<file path="src/rtl/fifo_level_monitor.sv">
// Occupancy tracker for four FIFOs with per-FIFO RUN/PAUSED hysteresis, sticky
// overflow/underflow flags and a shared, runtime-configurable watermark pair.
module fifo_level_monitor #(
    parameter int DEPTH = 8,
    parameter int CW    = 4
) (
    input  logic            CLK,
    input  logic            reset_L,
    input  logic            set_init,
    input  logic [CW-1:0]   thr_high,
    input  logic [CW-1:0]   thr_low,
    input  logic [3:0]      push,
    input  logic [3:0]      pop,
    output logic [4*CW-1:0] occupancy,
    output logic [3:0]      empty,
    output logic [3:0]      full,
    output logic [3:0]      pause_fifos,
    output logic [3:0]      continue_fifos,
    output logic [3:0]      err_ovf,
    output logic [3:0]      err_udf,
    output logic            cfg_err
);

    localparam logic [CW-1:0] DEPTH_C        = CW'(DEPTH);
    localparam logic [CW-1:0] THR_HIGH_RST_C = CW'((DEPTH * 3) / 4);
    localparam logic [CW-1:0] THR_LOW_RST_C  = CW'(DEPTH / 4);

    typedef enum logic {
        ST_RUN    = 1'b0,
        ST_PAUSED = 1'b1
    } state_t;

    logic [CW-1:0] count_q [4];
    logic [CW-1:0] count_d [4];
    state_t        state_q [4];
    state_t        state_d [4];
    logic [3:0]    cont_q, cont_d;
    logic [3:0]    ovf_q, ovf_d;
    logic [3:0]    udf_q, udf_d;
    logic [CW-1:0] thr_high_q, thr_high_d;
    logic [CW-1:0] thr_low_q, thr_low_d;
    logic          cfg_err_q, cfg_err_d;
    logic          thr_valid;

    always_comb begin
        thr_valid  = (thr_low < thr_high) && (thr_high <= DEPTH_C);
        thr_high_d = thr_high_q;
        thr_low_d  = thr_low_q;
        cfg_err_d  = cfg_err_q;
        if (set_init) begin
            if (thr_valid) begin
                thr_high_d = thr_high;
                thr_low_d  = thr_low;
                cfg_err_d  = 1'b0;
            end else begin
                cfg_err_d  = 1'b1;
            end
        end
    end

    // A simultaneous push+pop on an empty FIFO still lands one entry, but the
    // pop had nothing to read, so it is flagged as an underflow.
    always_comb begin
        for (int i = 0; i < 4; i++) begin
            count_d[i] = count_q[i];
            ovf_d[i]   = ovf_q[i];
            udf_d[i]   = udf_q[i];
            if (!set_init) begin
                case ({push[i], pop[i]})
                    2'b10: begin
                        if (count_q[i] < DEPTH_C) count_d[i] = count_q[i] + CW'(1);
                        else                      ovf_d[i]   = 1'b1;
                    end
                    2'b01: begin
                        if (count_q[i] != '0) count_d[i] = count_q[i] - CW'(1);
                        else                  udf_d[i]   = 1'b1;
                    end
                    2'b11: begin
                        if (count_q[i] == '0) begin
                            count_d[i] = CW'(1);
                            udf_d[i]   = 1'b1;
                        end
                    end
                    default: ;
                endcase
            end
        end
    end

    always_comb begin
        for (int i = 0; i < 4; i++) begin
            state_d[i] = state_q[i];
            cont_d[i]  = 1'b0;
            if (set_init) begin
                state_d[i] = ST_RUN;
            end else begin
                case (state_q[i])
                    ST_RUN: begin
                        if (count_q[i] >= thr_high_q) state_d[i] = ST_PAUSED;
                    end
                    ST_PAUSED: begin
                        if (count_q[i] <= thr_low_q) begin
                            state_d[i] = ST_RUN;
                            cont_d[i]  = 1'b1;
                        end
                    end
                    default: state_d[i] = ST_RUN;
                endcase
            end
        end
    end

    always_ff @(posedge CLK) begin
        if (!reset_L) begin
            for (int i = 0; i < 4; i++) begin
                count_q[i] <= '0;
                state_q[i] <= ST_RUN;
            end
            cont_q     <= '0;
            ovf_q      <= '0;
            udf_q      <= '0;
            thr_high_q <= THR_HIGH_RST_C;
            thr_low_q  <= THR_LOW_RST_C;
            cfg_err_q  <= 1'b0;
        end else begin
            for (int i = 0; i < 4; i++) begin
                count_q[i] <= count_d[i];
                state_q[i] <= state_d[i];
            end
            cont_q     <= cont_d;
            ovf_q      <= ovf_d;
            udf_q      <= udf_d;
            thr_high_q <= thr_high_d;
            thr_low_q  <= thr_low_d;
            cfg_err_q  <= cfg_err_d;
        end
    end

    // Flow-control outputs are masked by set_init so the configuration window
    // silences them immediately, not only after the forcing edge.
    always_comb begin
        occupancy = '0;
        for (int i = 0; i < 4; i++) begin
            occupancy[i*CW +: CW] = count_q[i];
            empty[i]              = (count_q[i] == '0);
            full[i]               = (count_q[i] == DEPTH_C);
            pause_fifos[i]        = (state_q[i] == ST_PAUSED) && !set_init;
        end
        continue_fifos = cont_q & {4{~set_init}};
        err_ovf        = ovf_q;
        err_udf        = udf_q;
        cfg_err        = cfg_err_q;
    end

endmodule

</file>
<file path="config.mk">
export PLATFORM = sky130hd
export DESIGN_NAME = fifo_level_monitor
export DESIGN_NICKNAME = d
export VERILOG_FILES = /design/src/rtl/fifo_level_monitor.sv
export SDC_FILE = /design/constraint.sdc
export NUM_CORES = 1
export LEC_CHECK = 0
export ABC_AREA = 1
export CORE_MARGIN = 2
export CORE_UTILIZATION = 57
export DETAILED_ROUTE_END_ITERATION = 7
export MAX_ROUTING_LAYER = met4
export PLACE_DENSITY = 0.86
export SLEW_MARGIN = 10
export SYNTH_ARGS = -nofsm -noshare
export SYNTH_HDL_FRONTEND = slang
export SYNTH_SLANG_ARGS = --single-unit
</file>
<file path="constraint.sdc">
create_clock -name CLK -period 2.8 [get_ports CLK]
set_clock_uncertainty 0.1 [all_clocks]
set_input_delay 0.56 -clock CLK [delete_from_list [all_inputs] [get_ports CLK]]
set_output_delay 0.56 -clock CLK [all_outputs]
set_load 0.05 [all_outputs]
</file>
# [Yosys cells after proc, flatten, opt, wreduce, memory -nomap -nowiden]
# Memory sizes are Yosys's and may differ from the RTL's.
# Cells that the tools add are included.
[classes] n_eq_ne=24 n_reduce_logical=31 addsub=8 order_cmp=14 n_mux=63 n_bitwise=19
[ops] operator="two-way mux 4 bit" count=20
[ops] operator="case mux 4 bit (3 select lines)" count=4
[ops] operator="two-way mux 1 bit" count=31
[ops] operator="adder 4 x 1 -> 4 bit, second input constant" count=4
[ops] operator="equality test 2 bit, second input constant" count=8
[ops] operator="equality test 4 bit, second input constant" count=4
[ops] operator=">= comparator 4 bit" count=4
[ops] operator="<= comparator 4 bit" count=4
[ops] operator="zero test 4 bit" count=4
[ops] operator="< comparator 4 bit, second input constant" count=4
[ops] operator="!= test 2 bit, second input constant" count=8
[ops] operator="case mux 1 bit (2 select lines)" count=8
[ops] operator="AND reduction 4 bit" count=4
[ops] operator="nonzero test 4 bit" count=4
[ops] operator="subtractor 4 x 1 -> 4 bit, second input constant" count=4
[ops] operator="AND reduction 3 bit" count=4
[ops] operator="OR reduction 3 bit" count=4
[ops] operator="NOT 1 bit" count=10
[ops] operator="equality test 2 x 1 -> 1 bit, second input constant" count=4
[ops] operator="OR 1 bit" count=8
[ops] operator="nonzero test 2 bit" count=4
[ops] operator="logical AND 1 bit" count=5
[ops] operator="bitwise AND 4 bit" count=1
[ops] operator="<= comparator 4 bit, second input constant" count=1
[ops] operator="other kinds (3)" count=3
[word_totals] out_inout_bits=41 mem_bits_rw=20 reg_bits=21 memories=2 inputBits=19 elab_cells=176
[mem_list] memory="count_q" depth=4 width=4 rd=4 rd_ports_with_merged_regs=0 write_ports=4 line="33" source="logic [CW-1:0] count_q [4];"
[mem_list] memory="state_q" depth=4 width=1 rd=4 rd_ports_with_merged_regs=0 write_ports=4 line="35" source="state_t state_q [4];"

# [Depth between registers and ports, before layout]
# Gate-level depths: netlist (run 1).
[logic_depth] word_depth=5 depth_mapped=10 depth_no_buf=10

# [Worst setup path before layout (run 1)]
# Ideal clock, no wire load.
[synth_path] path_type="flip-flop to output port" startpoint="memory count_q[3][3]" endpoint="output full[3]" required_ns=2.140 n_path_buf=0 path_slack_ns=-0.174 arrival_ns=2.314 stages_incl_launch_ff=3 path_cell_list="dfxtp_1 inv_1 nor4_1"
[synth_rtl] item="start, declared" line="33"
[synth_rtl] item="end, declared" line="16" source="output logic [3:0] full,"

==> results of run 1 <==
-- power groups by stage --
stage | logic [mW] | registers, mW | clock network, mW
2_1_floorplan | 0.427 | 0.780 | 0
3_3_place_gp | 0.703 | 0.701 | 0
3_5_place_dp | 0.736 | 0.703 | 0
4_1_cts | 0.741 | 0.690 | 0.390
5_1_grt | 0.814 | 0.700 | 0.421
6_report | 0.742 | 0.691 | 0.388
-- metrics by stage --
stage	worst slack (ns)	power (mW)	utilization (%)	instance area (sq um)
after floorplan	0.396	1.21	-	3150
after global placement	0.454	1.40	75.0	3900
after detailed placement	0.389	1.44	75.0	3900
after CTS	0.184	1.82	76.6	3990
after global routing	0.0765	1.93	76.6	3990
final	0.197	1.82	76.6	3990
-- worst register-to-register path, stage by stage (launching register included) --
cell	delay [ns]
dfxtp_1	0.54
inv_1	0.15
ha_1	0.22
inv_1	0.05
a21oi_1	0.05
o21ai_0	0.14
o21ai_0	0.12
nand2_1	0.10
nand2_1	0.05
nor2_1	0.07
-- cell usage after synthesis --
cell / instances / area, sq um
a21oi_1: 33 / 165
a21oi_2: 2 / 17.5
a22o_1: 1 / 8.76
a31oi_1: 3 / 18.8
a41oi_1: 1 / 8.76
buf_1: 1 / 3.75
buf_2: 2 / 10.0
buf_4: 1 / 7.51
buf_6: 1 / 11.3
clkbuf_1: 1 / 3.75
dfxtp_1: 41 / 821
fa_1: 4 / 80.1
ha_1: 43 / 538
inv_1: 66 / 248
inv_2: 7 / 26.3
nand2_1: 92 / 345
nand2_2: 5 / 31.3
nand3_1: 40 / 200
nand3_2: 1 / 10.0
nand4_1: 4 / 25.0
nand4_2: 1 / 12.5
nor2_1: 62 / 233
nor2_2: 3 / 18.8
nor2_4: 8 / 90.1
nor3b_1: 1 / 7.51
nor4_1: 4 / 25.0
o211ai_1: 5 / 37.5
o21ai_0: 13 / 65.1
o21ai_1: 4 / 20.0
xnor2_1: 3 / 26.3
xor2_1: 1 / 8.76
-- layer usage --
metal / wire length, microns / part of all wire [%] / vias to the layer above / global-route usage [%]
li1: - / - / 1610 / -
met1: 3330 / 43 / 1465 / 31.8
met2: 3970 / 51 / 93 / 48.7
met3: 383 / 4.9 / 12 / 4.02
met4: 121 / 1.5 / 0 / 8.60
met5: 0 / 0 / - / -
-- logic make-up after synthesis --
group,after synthesis
XOR/XNOR,4
buffers and inverters,79
flip-flops,41
AO/OA/AOI/OAI,62
adder cells (fa/ha/maj),47
AND/OR/NAND/NOR,221
-- state kept, by name (all words and copies together), names as in the netlist --
register	cells
cfg_err	1
cont_q	4
count_q	16
err_ovf	4
err_udf	4
state_q	4
thr_high_q	4
thr_low_q	4
-- cell type report --
| class | count | area, sq um |
|---|---|---|
| well taps | 70 | 87.6 |
| fillers | 415 | 1220 |
| inverters | 73 | 274 |
| clock buffers | 5 | 68.8 |
| repair buffers | 63 | 701 |
| multi-input cells | 334 | 2020 |
| flip-flops and latches | 41 | 821 |
| clock inverters | 3 | 17.5 |
-- worst min-delay path by stage --
stage	cells after the start	from	slack (ns)	to
2_1_floorplan	2	thr_high_q[1]	0.34	thr_high_q[1]
3_3_place_gp	2	err_udf[2]	0.35	err_udf[2]
3_5_place_dp	2	err_ovf[2]	0.35	err_ovf[2]
4_1_cts	2	err_ovf[2]	0.37	err_ovf[2]
5_1_grt	2	err_ovf[2]	0.40	err_ovf[2]
6_report	2	err_ovf[2]	0.37	err_ovf[2]
==> out/qor.yml, run 1 <==
logic_synthesis:
  avgSynthCellArea_sq_um: 6.88
  muxShareOfSynthArea_pct: 0
  syn_inst: 454
  synth-simple-area-share_pct: 32.0
  synth_xor_area_share_pct: 1.12
  syn-num-nets: 520
  synth-compound-area-share_pct: 10.9
  ys_warn_count: 0
  ys_ff_latch: 41
  ys_seq_area_share_pct: 26.3
  syn-cell-area_sq_mm: 0.00312
  synth_fa_ha_area_share_pct: 19.8
  synth_top_family_by_area: "simple AND/OR/NAND/NOR gates"
  synthDistinctLibCells: 31
finish:
  n_antenna_cell: 0
  final_common_cell: "nand2_1"
  instances_no_fill: 589
  layout.nets: 584
  synthToLayoutAreaGrowth_pct: 27.6
  drive_gt1_share_pct: 9.83
  layout_common_cells: "92 x nand2_1, 66 x inv_1, 62 x nor2_1, 51 x clkdlybuf4s50_1, 43 x ha_1"
global_route:
  grt_usage_pct: 27.3
  grt_start_max_net_pins: 21
  overflow: 0
  antenna_found_initial: 0
  grt_pass1_wl_microns: 13100
  grt_pass1_vias: 2953
floorplanning:
  floorplan.rows: 26
  ios: 60
  die_width_microns: 78.0
  initial_core_util_pct: 60.0
  core_sq_mm: 0.00520
  die_y_microns: 78.0
  dieArea_sq_mm: 0.00609
routing:
  detail_route.drc_violations: 0
  first_pass_iters: 4
  vias_per_cell: 5.40
  ant_nets: 0
  wire_per_inst_microns: 13.3
  vias: 3180
  dr.first_iter.drc_count: 204
  wirelength_microns: 7810
setup_path:
  cp_max_fo: 9
  path_cells: "inv_1 -> nor4_2 -> clkdlybuf4s50_1"
  rr_worst_depth: 9
  cp.required_ns: 2.14
  critPathSlowestCell: "clkdlybuf4s50_1"
  slowest_delay_ns: 0.84
  critPathArrivalTime_ns: 1.94
  crit_cells: 3
  critical_path_buf_inv_count: 2
  reg2reg_from: "count_q[2][0]"
  rrSetupSlack_ns: 1.16
  cpLargestDelayFamily: "buffers and inverters"
  crit_start: "count_q[3][3]"
  timing.critical_path.to: "full[3]"
  cp-start-kind: "flop"
  path_class: "reg2out"
  reg2reg_to: "state_q[2]"
  end_kind: "output port"
timing:
  tightestPinTransition_ns: 0.507
  period_share_pct: 93.0
  slew_violations: 0
  setup_tns_ns: 0
  maxSlewHeadroom_pct: 66.1
  hold_viol: 0
  min_period_ns: 2.60
  setup_viol: 0
  fmax_ghz: 0.384
  rsz0062_at_grt: "false"
  holdWs_ns: 0.365
run_status:
  status: "finished clean"
place:
  dpl.hpwl_microns: 5950
  place.gp.congestion: 0.866
  dpl.cell_count: 581
  numPortBuffers: 59
cts:
  clockRootBuffer: "clkbuf_8"
  cts_sinks: 41
  hold_buffers: 0
  cts.htree.levels: 2
  post_cts_resized: 0
  cts_buffers: 5
  clk_pin_slew_ns: 0.08
  clk_path_buf_depth: 2
  cts_tree: "done"
  clkLatencyLatePin_ns: 0.30
  cts_setup_buffers: 0
power:
  p_sw_share_pct: 41.4
  power_switching_mw: 0.754
  powerDensity_mw_per_mm2: 457
  pwr-share-clk_pct: 21.3
  seqPwrFrac_pct: 37.9
  p_int_mw: 1.07
  combPwrFrac_pct: 40.8
  ir_drop_v: 0.000372
  leakage_nw: 1.90
job:
  max_cap_violations: 0
worst_hold_path:
  hp-class: "reg2reg"
(Power assumes the default switching activity.)
==> inputs of run 2 (changes only) <==
--- a/config.mk
+++ b/config.mk
@@ -13,2 +13,3 @@
 export PLACE_DENSITY = 0.86
+export SETUP_SLACK_MARGIN = 0.2
 export SLEW_MARGIN = 10
==> constraint.sdc (replaced) <==
create_clock -name CLK -period 2.8 [get_ports CLK]
set_clock_uncertainty 0.1 [all_clocks]
set_input_delay 0.84 -clock CLK [delete_from_list [all_inputs] [get_ports CLK]]
set_output_delay 0.84 -clock CLK [all_outputs]
set_load 0.05 [all_outputs]
==> run 2 against run 1 <==
Via count grew 0.44%. Die area unchanged. Fmax rose by 1.1%. Clock power increased by 28%. Count of clock-buffer cells in the layout stayed put. Utilization rose by 2.0 points. Global-route usage increased by 0.82 points. Worst setup slack improved by 0.028 ns.
==> out/qor.yml, run 2 (synthesis results as in run 1) <==
setup_path:
  critPathArrivalTime_ns: 1.64
  reg2reg_to: "state_q[1]"
  reg2reg_from: "count_q[1][0]"
  end_kind: "output port"
  cp.required_ns: 1.86
  slowest_delay_ns: 0.28
  path_class: "in2out"
  path_cells: "dlygate4sd2_1 -> buf_6 -> nor2_1 -> buf_12"
  cp_max_fo: 6
  critPathSlowestCell: "dlygate4sd2_1"
  rr_worst_depth: 9
  rrSetupSlack_ns: 1.02
  cp-start-kind: "input pin"
power:
  seqPwrFrac_pct: 35.4
  powerDensity_mw_per_mm2: 471
  p_sw_share_pct: 40.1
  p_int_mw: 1.16
  ir_drop_v: 0.000316
  power_switching_mw: 0.773
  combPwrFrac_pct: 38.9
  leakage_nw: 2.03
  pwr-share-clk_pct: 25.7
cts:
  hold_buffers: 0
  cts_sinks: 41
  clockRootBuffer: "clkbuf_8"
  clk_path_buf_depth: 2
  cts_buffers: 5
  cts_tree: "done"
  clk_pin_slew_ns: 0.08
  cts.htree.levels: 2
  clkLatencyLatePin_ns: 0.30
place:
  numPortBuffers: 59
  dpl.cell_count: 588
  pre_cts_slack_ns: 0.0131
  place.gp.congestion: 0.892
  dpl.hpwl_microns: 6130
global_route:
  grt_start_max_net_pins: 21
  overflow: 0
  grt_usage_pct: 28.2
  grt_pass1_wl_microns: 13500
  antenna_found_initial: 0
  grt_pass1_vias: 3126
finish:
  final_common_cell: "nand2_1"
  largest_reg_flops: 16
  instances_no_fill: 598
  regMostFlops: "count_q"
  n_antenna_cell: 0
  drive_gt1_share_pct: 13.1
  layout.nets: 593
  layout_common_cells: "92 x nand2_1, 66 x inv_1, 60 x nor2_1, 43 x ha_1, 41 x dfxtp_1"
  synthToLayoutAreaGrowth_pct: 31.0
routing:
  wire_per_inst_microns: 13.3
  dr.first_iter.drc_count: 165
  detail_route.drc_violations: 0
  vias_per_cell: 5.34
  first_pass_iters: 6
  vias: 3194
  ant_nets: 0
  wirelength_microns: 7970
worst_hold_path:
  min_from: "err_ovf[2]"
  holdPathStages: 2
  hp-class: "reg2reg"
  min_to: "err_ovf[2]"
floorplanning:
  floorplan.rows: 26
  die_width_microns: 78.0
  core_sq_mm: 0.00520
  die_y_microns: 78.0
  initial_core_util_pct: 60.0
  dieArea_sq_mm: 0.00609
  ios: 60
timing:
  setup_tns_ns: 0
  slew_violations: 0
  holdWs_ns: 0.365
  tightestPinTransition_ns: 0.514
  setup_viol: 0
  rsz0062_at_grt: "false"
  fin_ws_ns: 0.224
  maxSlewHeadroom_pct: 65.6
  hold_viol: 0
  fmax_ghz: 0.388
  period_share_pct: 92.0
  min_period_ns: 2.58
job:
  max_cap_violations: 0
run_status:
  status: "finished clean"
## run 2: cell types whose count changed in the layout (fill, tap and decap cells not counted), sizes merged
cell	before	now
clkdlybuf4s50	51	30
clkinv	2	1
dlymetal6s2s	0	1
clkdlybuf4s15	0	1
buf	12	28
bufinv	0	1
dlygate4sd2	0	12
## run 2: layout make-up
type | instances | area [sq um]
Tap cell | 70 | 87.6
Clock inverter | 3 | 46.3
Multi-Input combinational cell | 334 | 2050
Sequential cell | 41 | 821
Fill cell | 388 | 1110
Inverter | 73 | 274
Clock buffer | 5 | 68.8
Timing Repair Buffer | 72 | 742
## run 2: what timing repair did
action                     4_1_cts  5_1_grt
pin swaps                        1        0
gates cloned                     1        0
setup endpoints to repair       20        3
setup buffers                    1        0
resized for setup               17        3
## run 2: how the worst max path moves through the flow
stage,start,endpoint,slack (ns),depth (start not counted)
floorplan,set_init,continue_fifos[0],0.04,3
global placement,set_init,pause_fifos[3],0.03,4
detailed placement,set_init,pause_fifos[3],0.01,4
CTS,count_q[2][3],occupancy[11],0.20,1
global route,set_init,continue_fifos[1],0.20,4
finish,set_init,continue_fifos[0],0.22,4
## run 2: critical path: cells and delay by family
kind                   cells  cell delay [ns]
buffers and inverters      3             0.60
and+or+nand+nor            1             0.20
## run 2: metrics by stage
step | cell area (sq um) | total power [mW] | util [%]
floorplan | 3180 | 1.21 | -
global placement | 3960 | 1.42 | 76.1
detailed placement | 3960 | 1.45 | 76.1
CTS | 4090 | 1.92 | 78.5
global route | 4090 | 2.04 | 78.7
finish | 4090 | 1.93 | 78.7
## run 2: power by group through the flow
stage | combinational (mW) | sequential (mW) | clock, mW
5_1_grt | 0.825 | 0.692 | 0.520
3_3_place_gp | 0.720 | 0.695 | 0
2_1_floorplan | 0.429 | 0.784 | 0
6_report | 0.750 | 0.684 | 0.495
4_1_cts | 0.748 | 0.683 | 0.493
3_5_place_dp | 0.753 | 0.698 | 0
## run 2: layer usage
layer,global-route usage (%),vias to the layer above,share of wire [%],wire length [microns]
li1,-,1626,-,-
met1,30.9,1452,41,3260
met2,51.0,93,52,4120
met3,4.60,23,4.6,368
met4,11.1,0,2.7,219
met5,-,-,0,0
==> inputs of run 3 (changes only) <==
- CELL_PAD_IN_SITES_DETAIL_PLACEMENT: default -> 0
- CELL_PAD_IN_SITES_GLOBAL_PLACEMENT: default -> 2
- CORE_UTILIZATION: 57 -> 31
- HOLD_SLACK_MARGIN: default -> 0.15
- PLACE_DENSITY: 0.86 -> 0.85
==> run 3 against run 2 <==
Register-to-register slack improved by 0.15 ns. Worst setup slack better by 0.11 ns. Utilization fell by 34 points. Sequential share of layout area fell by 1.1 points.
==> out/qor.yml, run 3 (synthesis results as in run 1) <==
setup_path:
  cp-start-kind: "input pin"
  critPathArrivalTime_ns: 1.52
  crit_start: "set_init"
  cp_max_fo: 5
  end_kind: "output port"
  rrSetupSlack_ns: 1.17
  cp.required_ns: 1.86
  reg2reg_to: "state_q[0]"
  reg2reg_from: "count_q[0][0]"
  path_class: "in2out"
  rr_worst_depth: 9
finish:
  drive_gt1_share_pct: 16.3
  fillCellCount: 1039
  instances_no_fill: 672
  synthToLayoutAreaGrowth_pct: 38.9
  multi_input_area_sq_mm: 0.00210
  final_common_cell: "nand2_1"
  layout_common_cells: "92 x nand2_1, 66 x inv_1, 54 x nor2_1, 43 x ha_1, 41 x dfxtp_1"
  largest_reg_flops: 16
  regMostFlops: "count_q"
  final_cell_area_sq_mm: 0.00434
  layout.nets: 604
  regArea_sq_um: 821
  n_antenna_cell: 0
power:
  ir_drop_v: 0.000196
  leakage_nw: 2.05
  powerDensity_mw_per_mm2: 454
global_route:
  overflow: 0
  grt_start_max_net_pins: 21
  grt_pass1_wl_microns: 14600
  antenna_found_initial: 0
  grt_pass1_vias: 2942
  grt_usage_pct: 17.1
floorplanning:
  floorplan.rows: 36
  core_sq_mm: 0.00977
  die_width_microns: 104
  die_y_microns: 104
  ios: 60
  initial_core_util_pct: 32.0
  dieArea_sq_mm: 0.0109
timing:
  hold_viol: 0
  min_period_ns: 2.46
  tightestPinTransition_ns: 0.503
  setup_tns_ns: 0
  period_share_pct: 88.0
  holdWs_ns: 0.377
  setup_viol: 0
  slew_violations: 0
  fin_ws_ns: 0.335
  maxSlewHeadroom_pct: 66.4
  fmax_ghz: 0.406
  rsz0062_at_grt: "false"
routing:
  detail_route.drc_violations: 0
  wirelength_microns: 8690
  wire_per_inst_microns: 12.9
  vias_per_cell: 4.58
  vias: 3080
  ant_nets: 0
  dr.first_iter.drc_count: 100
  first_pass_iters: 4
job:
  max_cap_violations: 0
cts:
  hold_buffers: 0
  clockRootBuffer: "clkbuf_8"
  cts_buffers: 5
  cts_sinks: 41
  clk_pin_slew_ns: 0.08
  clkLatencyLatePin_ns: 0.30
  cts.htree.levels: 2
  clk_path_buf_depth: 2
  cts_tree: "done"
worst_hold_path:
  min_to: "err_udf[0]"
  holdPathStages: 2
  hp-class: "reg2reg"
  min_from: "err_udf[0]"
place:
  dpl-instance-area_sq_mm: 0.00413
  numPortBuffers: 59
  pre_cts_slack_ns: -0.0125
  dpl.hpwl_microns: 6580
  dpl.cell_count: 662
  place.gp.congestion: 0.793
run_status:
  status: "finished clean"
-- run 3: cell types whose count changed in the layout (fill, tap and decap cells not counted), sizes merged --
cell,delta
buf,+12
dlymetal6s2s,-1
clkdlybuf4s15,-1
clkdlybuf4s50,+9
dlygate4sd2,-9
bufbuf,+1
-- run 3: worst max path at each step --
stage                                   end  slack (ns)
after global routing          thr_high_q[3]        0.25
after global placement    continue_fifos[3]        0.02
after detailed placement     pause_fifos[1]       -0.01
final                     continue_fifos[0]        0.34
after CTS                 continue_fifos[0]        0.22
after floorplan           continue_fifos[0]        0.04
-- run 3: where the power goes --
group | switching [mW] | internal [mW] | leakage (nW) | total (mW)
Combinational | 0.514 | 0.294 | 1.66 | 0.807
Sequential | 0.0344 | 0.624 | 0.335 | 0.658
Clock | 0.237 | 0.267 | 0.0543 | 0.504
Total | 0.785 | 1.18 | 2.05 | 1.97
-- run 3: area by class of cell --
class | instances | share of cell area (%)
tap | 133 | 3.83
inverter | 73 | 6.31
clock inverter | 3 | 1.07
timing repair buffer | 83 | 19.8
clock buffer | 5 | 1.59
sequential | 41 | 18.9
multi-input combinational | 334 | 48.5
-- run 3: repair_timing --
action | in CTS | in global routing
setup endpoints to repair | 11 | 1
cloned | 1 | 0
buffers inserted | 1 | 0
endpoints found under the hold margin | 0 | 0
resized for setup | 22 | 1
-- run 3: critical path, cell delays in order --
cell       delay [ns]
buf_2            0.14
bufbuf_16        0.28
nor2_4           0.12
buf_12           0.14
-- run 3: per-stage QoR --
step           utilization [%]  power [mW]
4_1_cts                   44.5        2.00
2_1_floorplan                -        1.21
5_1_grt                   44.4        2.11
6_report                  44.4        1.97
3_3_place_gp              42.3        1.46
3_5_place_dp              42.3        1.47
-- run 3: per-layer routing --
| metal | track usage, % | vias up | share of wire, % |
|---|---|---|---|
| met3 | 1.94 | 8 | 2.1 |
| met2 | 27.5 | 41 | 48 |
| li1 | - | 1639 | - |
| met5 | - | - | 0 |
| met1 | 22.8 | 1392 | 49 |
| met4 | 4.25 | 0 | 1.0 |
